--- src/rtl/exc_commit_ctrl.sv ---
// exc_commit_ctrl: picks the highest-priority retire event (interrupt,
// exception or ERTN), pulses the CSR commit for one cycle, then holds WB
// while the fetch redirect is handshaken and the pipeline drains.
module exc_commit_ctrl #(
  parameter int FLUSH_CYCLES = 2
) (
  input  logic        clk,
  input  logic        resetn,
  input  logic        wb_valid,
  input  logic [31:0] wb_pc,
  input  logic [4:0]  wb_exc_vec,
  input  logic        wb_ertn,
  input  logic        has_int,
  input  logic [31:0] exc_entry,
  input  logic [31:0] exc_retaddr,
  input  logic        redirect_ready,
  output logic        wb_ready,
  output logic        csr_wb_exc,
  output logic [5:0]  csr_wb_ecode,
  output logic [8:0]  csr_wb_esubcode,
  output logic [31:0] csr_wb_pc,
  output logic        csr_ertn_flush,
  output logic        pipe_flush,
  output logic        redirect_valid,
  output logic [31:0] redirect_pc
);

  typedef enum logic [1:0] {IDLE, REDIR, DRAIN} state_t;

  localparam logic [3:0] DRAIN_LOAD = 4'(FLUSH_CYCLES - 1);

  state_t      state;
  state_t      next_state;
  logic [3:0]  drain_cnt;
  logic [31:0] redir_target;
  logic        any_exc;
  logic        is_event;
  logic        take_exc;
  logic        take_ertn;
  logic [5:0]  ecode;

  // Event detection; gated by resetn so nothing commits while reset is held
  always_comb begin
    any_exc   = has_int | (|wb_exc_vec);
    is_event  = resetn & wb_valid & (state == IDLE) & (any_exc | wb_ertn);
    take_exc  = is_event & any_exc;
    take_ertn = is_event & ~any_exc;
  end

  // Fixed priority encoder: INT > ADEF > INE > SYS > BRK > ALE
  always_comb begin
    ecode = 6'h00;
    if (has_int)            ecode = 6'h00;
    else if (wb_exc_vec[0]) ecode = 6'h08;
    else if (wb_exc_vec[1]) ecode = 6'h0D;
    else if (wb_exc_vec[2]) ecode = 6'h0B;
    else if (wb_exc_vec[3]) ecode = 6'h0C;
    else if (wb_exc_vec[4]) ecode = 6'h09;
  end

  // State register
  always_ff @(posedge clk or negedge resetn) begin
    if (!resetn) state <= IDLE;
    else         state <= next_state;
  end

  // Redirect target capture on the event cycle and drain countdown
  always_ff @(posedge clk or negedge resetn) begin
    if (!resetn) begin
      drain_cnt    <= 4'd0;
      redir_target <= 32'd0;
    end else begin
      if (take_exc)
        redir_target <= exc_entry;
      else if (take_ertn)
        redir_target <= exc_retaddr;
      if (state == REDIR && redirect_ready)
        drain_cnt <= DRAIN_LOAD;
      else if (state == DRAIN && drain_cnt != 4'd0)
        drain_cnt <= drain_cnt - 4'd1;
    end
  end

  // Next-state logic
  always_comb begin
    next_state = state;
    case (state)
      IDLE:    if (is_event) next_state = REDIR;
      REDIR:   if (redirect_ready) next_state = DRAIN;
      DRAIN:   if (drain_cnt == 4'd0) next_state = IDLE;
      default: next_state = IDLE;
    endcase
  end

  // Output decode; commit pulses only ever come out of IDLE
  always_comb begin
    wb_ready        = 1'b0;
    csr_wb_exc      = 1'b0;
    csr_wb_ecode    = 6'h00;
    csr_wb_esubcode = 9'h000;
    csr_wb_pc       = 32'd0;
    csr_ertn_flush  = 1'b0;
    pipe_flush      = 1'b0;
    redirect_valid  = 1'b0;
    redirect_pc     = 32'd0;
    case (state)
      IDLE: begin
        wb_ready       = 1'b1;
        csr_wb_exc     = take_exc;
        csr_ertn_flush = take_ertn;
        pipe_flush     = is_event;
        if (take_exc) begin
          csr_wb_ecode = ecode;
          csr_wb_pc    = wb_pc;
        end
      end
      REDIR: begin
        pipe_flush     = 1'b1;
        redirect_valid = 1'b1;
        redirect_pc    = redir_target;
      end
      DRAIN: begin
        pipe_flush = 1'b1;
      end
      default: begin
        wb_ready = 1'b1;
      end
    endcase
  end

endmodule
--- config.mk ---
export PLATFORM = sky130hd
export DESIGN_NAME = exc_commit_ctrl
export DESIGN_NICKNAME = d
export VERILOG_FILES = /design/src/rtl/exc_commit_ctrl.sv
export SDC_FILE = /design/constraint.sdc
export NUM_CORES = 1
export LEC_CHECK = 0
export BUFFER_PORTS_ARGS = -buffer_cell sky130_fd_sc_hd__buf_4
export CAP_MARGIN = 20
export CORE_ASPECT_RATIO = 0.6
export CORE_MARGIN = 4
export CORE_UTILIZATION = 36
export DETAILED_ROUTE_END_ITERATION = 7
export PLACE_DENSITY = 0.76
export SLEW_MARGIN = 40
export SYNTH_ARGS = -nofsm -noshare
export SYNTH_HDL_FRONTEND = slang
export SYNTH_SLANG_ARGS = --single-unit
--- constraint.sdc ---
create_clock -name clk -period 1.69 [get_ports clk]
set_input_delay 0.169 -clock clk [delete_from_list [all_inputs] [get_ports clk]]
set_output_delay 0.169 -clock clk [all_outputs]
set_load 0.05 [all_outputs]
## Word-level counts from Yosys, hierarchy flattened

Index checks and enable logic that the tools add are counted.

| storage, ports and cells | value |
|---|---|
| flip-flop bits (word level) | 38 |
| input bits | 107 |
| output and inout port bits | 84 |
| logic and storage cells | 51 |

| cells by class | value |
|---|---|
| add/sub/neg operators | 1 |
| eq/ne operators | 5 |
| mux-type cells | 24 |
| bitwise operators | 8 |
| reduce and logical (&&, ||, !) cells | 10 |

Operators by type and width:

| cell | number |
|---|---|
| 32-bit two-way mux | 5 |
| 4-bit two-way mux | 8 |
| 6-bit two-way mux | 2 |
| 2-bit two-way mux | 3 |
| 2-bit one-hot mux with 3 select lines | 1 |
| 1-bit bitwise AND | 5 |
| 5-bit OR reduction | 1 |
| 4-bit zero test | 1 |
| 1-bit two-way mux | 4 |
| 2-bit != test, second input constant | 2 |
| 2-bit nonzero test | 2 |
| 4-bit nonzero test | 1 |
| 4-bit by 1-bit subtractor with 4-bit output, second input constant | 1 |
| 3-bit AND reduction | 1 |
| 2-bit by 1-bit equality test with 1-bit output, second input constant | 1 |
| 2-bit equality test, second input constant | 1 |
| 1-bit logical AND | 2 |
| 2-bit zero test | 1 |
| 2-bit by 1-bit != test with 1-bit output, second input constant | 1 |
| 1-bit bitwise OR | 2 |
| 1-bit one-hot mux with 2 select lines | 1 |
| 2-bit OR reduction | 1 |
| 1-bit inverter | 1 |

## Longest topological paths before layout

| depth | value |
|---|---|
| word-level depth | 8 |
| depth in mapped cells | 8 |
| gate-level depth less buffers | 6 |

## Worst setup path after synthesis

Ideal clock, no wire load.

| path | value |
|---|---|
| path kind | register to output |
| start | register state[0] |
| end | output port pipe_flush |
| arrival | 2004 ps |
| required time | 1521 ps |
| setup slack | -483 ps |
| cell stages (with the launch flop) | 8 |
| path buffers | 1 |
| cells stage by stage | dfrtp_1 inv_1 ha_1 nand3_1 a21oi_1 clkbuf_1 nor2_1 nor2_1 |

| between the ends | value |
|---|---|
| word-level cells in the longest chain between the ends | 4 |
| elaborated cells between the ends (all ways) | 7 |
| classes of those cells | 2 x eq/ne; 1 x mux; 2 x bitwise; 2 x reduce/logical |

Ends and longest elaborated chain:

| what | line | RTL |
|---|---|---|
| start, declared | 32 | `state_t state;` |
| start signal, assigned | 64 | `else state <= next_state;` |
| 2-bit zero test | 45, 106 |  |
| 1-bit bitwise AND (2 in a row) | 45 | `is_event = resetn & wb_valid & (state == IDLE) & (any_exc \| wb_ertn);` |
| 1-bit one-hot mux with 2 select lines * | 106 | `case (state)` |
| end, declared | 23 | `output logic pipe_flush,` |

Mark *: on every way between the ends. The rest lies on a longest branch, timed or not.

## Worst setup path in the final report

| path | value |
|---|---|
| start | register state[1] |
| end | output port csr_wb_pc[3] |

| between the ends | value |
|---|---|
| word-level cells in the longest chain between the ends | 6 |

Ends and longest elaborated chain:

| what | line | RTL |
|---|---|---|
| 2-bit zero test * | 45, 106 |  |
| 1-bit bitwise AND (2 in a row) | 45 |  |
| 1-bit bitwise AND | 46 | `take_exc = is_event & any_exc;` |
| 32-bit two-way mux | 112 | `if (take_exc) begin` |
| 32-bit two-way mux * | 106 |  |
| end, declared | 21 | `output logic [31:0] csr_wb_pc,` |

Marked as above.

==> impl_metrics.tcl <==
set metrics [dict create \
    status "finished, violations left" \
    violations "setup timing" \
    hpwl_um 6750 \
    stdcell_count 552 \
    synthToLayoutAreaGrowth_pct 108 \
    drt-pass1-iter-count 4 \
    die_y_um 72.4 \
    rsz0062_at_grt "true" \
    synth.top_cell.area_share_pct 38.2 \
    power.switching_mw 3.21 \
    fill_cells 416 \
    clkTransAtPathRegs_ps 60 \
    track_usage_pct 24.5 \
    max_cap_viol_count 0 \
    cpPeakStageDelay_ps 390 \
    mostFrequentLayoutCell "buf_4" \
    multi_input_area_sq_um 1590 \
    reg2reg_slack_ps -190 \
    maxSlewViolCount 0 \
    report.power.total_mw 7.76 \
    crit_required_ps 1520 \
    syn_inst 247 \
    hold_viol 0 \
    critPathMaxFanout 8 \
    ant_nets 0 \
    slowest_stage "dfrtp_1" \
    grt_pass1_vias 2960 \
    synth_edf_count 0 \
    hold_path.class "input pin to flop" \
    slew_headroom_pct 65.3 \
    gp_congestion 0.750 \
    nets 576 \
    routedWlPerCell_um 19.8 \
    p_sw_share_pct 41.3 \
    cts.sinks 38 \
    min_period_over_period_pct 116 \
    period_minus_slack_ps 1970 \
    synth_area_sq_um 2490 \
    synth-seq-cells 38 \
    finalClockSkew_ps 3.59 \
    vias 2791 \
    ys.flop_type "dfrtp_1" \
    yosysUniqueCellTypes 38 \
    yosysWarnings 0 \
    arrival_ps 1800 \
    grt_pass1_wl_um 15900 \
    antenna_found_initial 0 \
    cts_tree "built" \
    cts_root_buffer "clkbuf_16" \
    fin_area_sq_um 5170 \
    drive_gt1_share_pct 81.7 \
    pwr-share-seq_pct 20.6 \
    cts_buffer_depth 2 \
    comb_power_share_pct 65.8 \
    power.density_nw_per_um2 1500 \
    finalWirelength_um 11000 \
    postPlaceCellArea_sq_um 4090 \
    coreArea_sq_um 6710 \
    setup_ws_ps -279 \
    place_ws_ps -258 \
    pwr-share-clk_pct 13.7 \
    gr-total-overflow 0 \
    worstSetupEndpointType "primary output" \
    place_inst 519 \
    post_drt_via_cell_ratio 5.06 \
    seq_area_sq_um 951 \
    critical_path_class "flop to primary output" \
    cts-htree-levels 2 \
    design.die.area_sq_um 8360 \
    io_pins 191 \
    n_antenna_cell 0 \
    rows 23 \
    initial_core_util_pct 37.2 \
    p_leak_nw 2.48 \
    finalSetupViolCount 104 \
    synthTopCellsByArea "dfrtp_1, and2_1, o221a_2" \
    yosysTopAreaCell "dfrtp_1" \
    drcViolationCount 0 \
    fmax_ghz 0.508 \
    r2r_start "state[1]$_DFFE_PN0P_" \
    async_flop_share_pct 100 \
    vdd_ir_drop_max_uv 1290 \
    internal-power_mw 4.55 \
    min_from "redirect_ready" \
    reg2reg_to "redir_target[1]$_DFFE_PN0P_" \
    startpoint "state[1]$_DFFE_PN0P_" \
    fin_tns_setup_ps -19990 \
    die_w_um 115 \
    r2r_cells 7 \
    yosysSeqAreaShare_pct 38.2 \
    avgSynthCellArea_sq_um 10.1 \
    grt_max_degree 39 \
    clk_latency_ps 280 \
    min_path_cells 2 \
    drt-initial-drc-count 140 \
    cts_buffers 5 \
    crit_chain "inv_2 > ha_4 > and3_4 > nand2b_4 > inv_8 > and2_4 > buf_8" \
    min_to "drain_cnt[2]$_DFFE_PN0P_" \
    worst_pin_slew_ps 514 \
    io_buffers 179 \
    critPathLaunchType "flop" \
    layout_common_cells "buf_4, buf_8, and2_4, dfrtp_1, or2_2" \
]
## worst max-delay path, delay by kind of cell, from the launching register on
family / cells / cell delay (ps)
buffers and inverters: 3 / 400
adders and majority gates: 1 / 180
DFF: 1 / 390
and+or+nand+nor: 3 / 540
## state kept, by name (all words and copies together), names as in the netlist
| signal | flops |
|---|---|
| redir_target | 32 |
| drain_cnt | 4 |
| state | 2 |
## repair_timing
item / 4_1_cts / 5_1_grt
endpoints found under the hold margin: 38 / 0
pin swaps: 34 / 5
setup endpoints to repair: 78 / 107
hold buffers: 1 / 0
resized for setup: 137 / 57
setup buffers: 11 / 11
gates cloned: 7 / 1
## Yosys cell counts, drive strengths merged, types with 2 or more instances
cell type,number
or2,32
buf,21
a21oi,3
ha,5
o211ai,2
and2,65
nand2,2
nand2b,2
inv,9
nand3,2
a31oi,2
clkbuf,7
nor4,2
dfrtp,38
nor2,3
o221a,32
nor2b,2
xor2,2
nor3,4
## power by group through the flow
stage / registers, mW / clock network, mW / logic (mW)
2_1_floorplan: 1.47 / 0 / 2.79
3_3_place_gp: 1.52 / 0 / 3.79
3_5_place_dp: 1.53 / 0 / 3.86
4_1_cts: 1.53 / 1.07 / 4.68
5_1_grt: 1.64 / 1.12 / 5.36
6_report: 1.60 / 1.06 / 5.10
## area by class of cell
cell class / instances / area share, %
timing repair buffer: 224 / 44.0
multi-input combinational: 182 / 30.7
sequential: 38 / 18.4
clock buffer: 5 / 2.42
tap: 87 / 2.11
inverter: 9 / 0.799
clock inverter: 3 / 0.774
timing repair inverter: 4 / 0.774
## worst max path at each step
stage                            endpoint  slack [ps]
after floorplan           csr_wb_ecode[3]        -280
after global placement       csr_wb_pc[5]        -220
after detailed placement     csr_wb_pc[3]        -260
after CTS                    csr_wb_pc[3]        -190
after global routing      csr_wb_ecode[1]        -320
final                        csr_wb_pc[3]        -280
## through the flow
stage / utilization, % / hold WS (ps)
floorplan: - / -127
global placement: 60.9 / 277
detailed placement: 60.9 / 280
CTS: 74.2 / 105
global route: 77.1 / 135
finish: 77.1 / 125
## cells by family after synthesis
logic type	count (synthesis)	share of synthesized area, %
AO/OA/AOI/OAI	45	18.0
XOR/XNOR	3	1.05
adder cells (fa/ha/maj)	5	2.51
buffers and inverters	37	9.59
flip-flops	38	38.2
multiplexers	1	0.402
other	1	0.151
AND/OR/NAND/NOR	117	30.1
## per-layer routing
layer	track usage [%]	vias up	wire length, um	part of all wire [%]
li1	-	1274	-	-
met1	33.2	1362	4580	42
met2	39.7	133	5360	49
met3	6.92	22	859	7.8
met4	4.43	0	143	1.3
met5	0	-	0	0
Power figures use the tool's default switching activity.
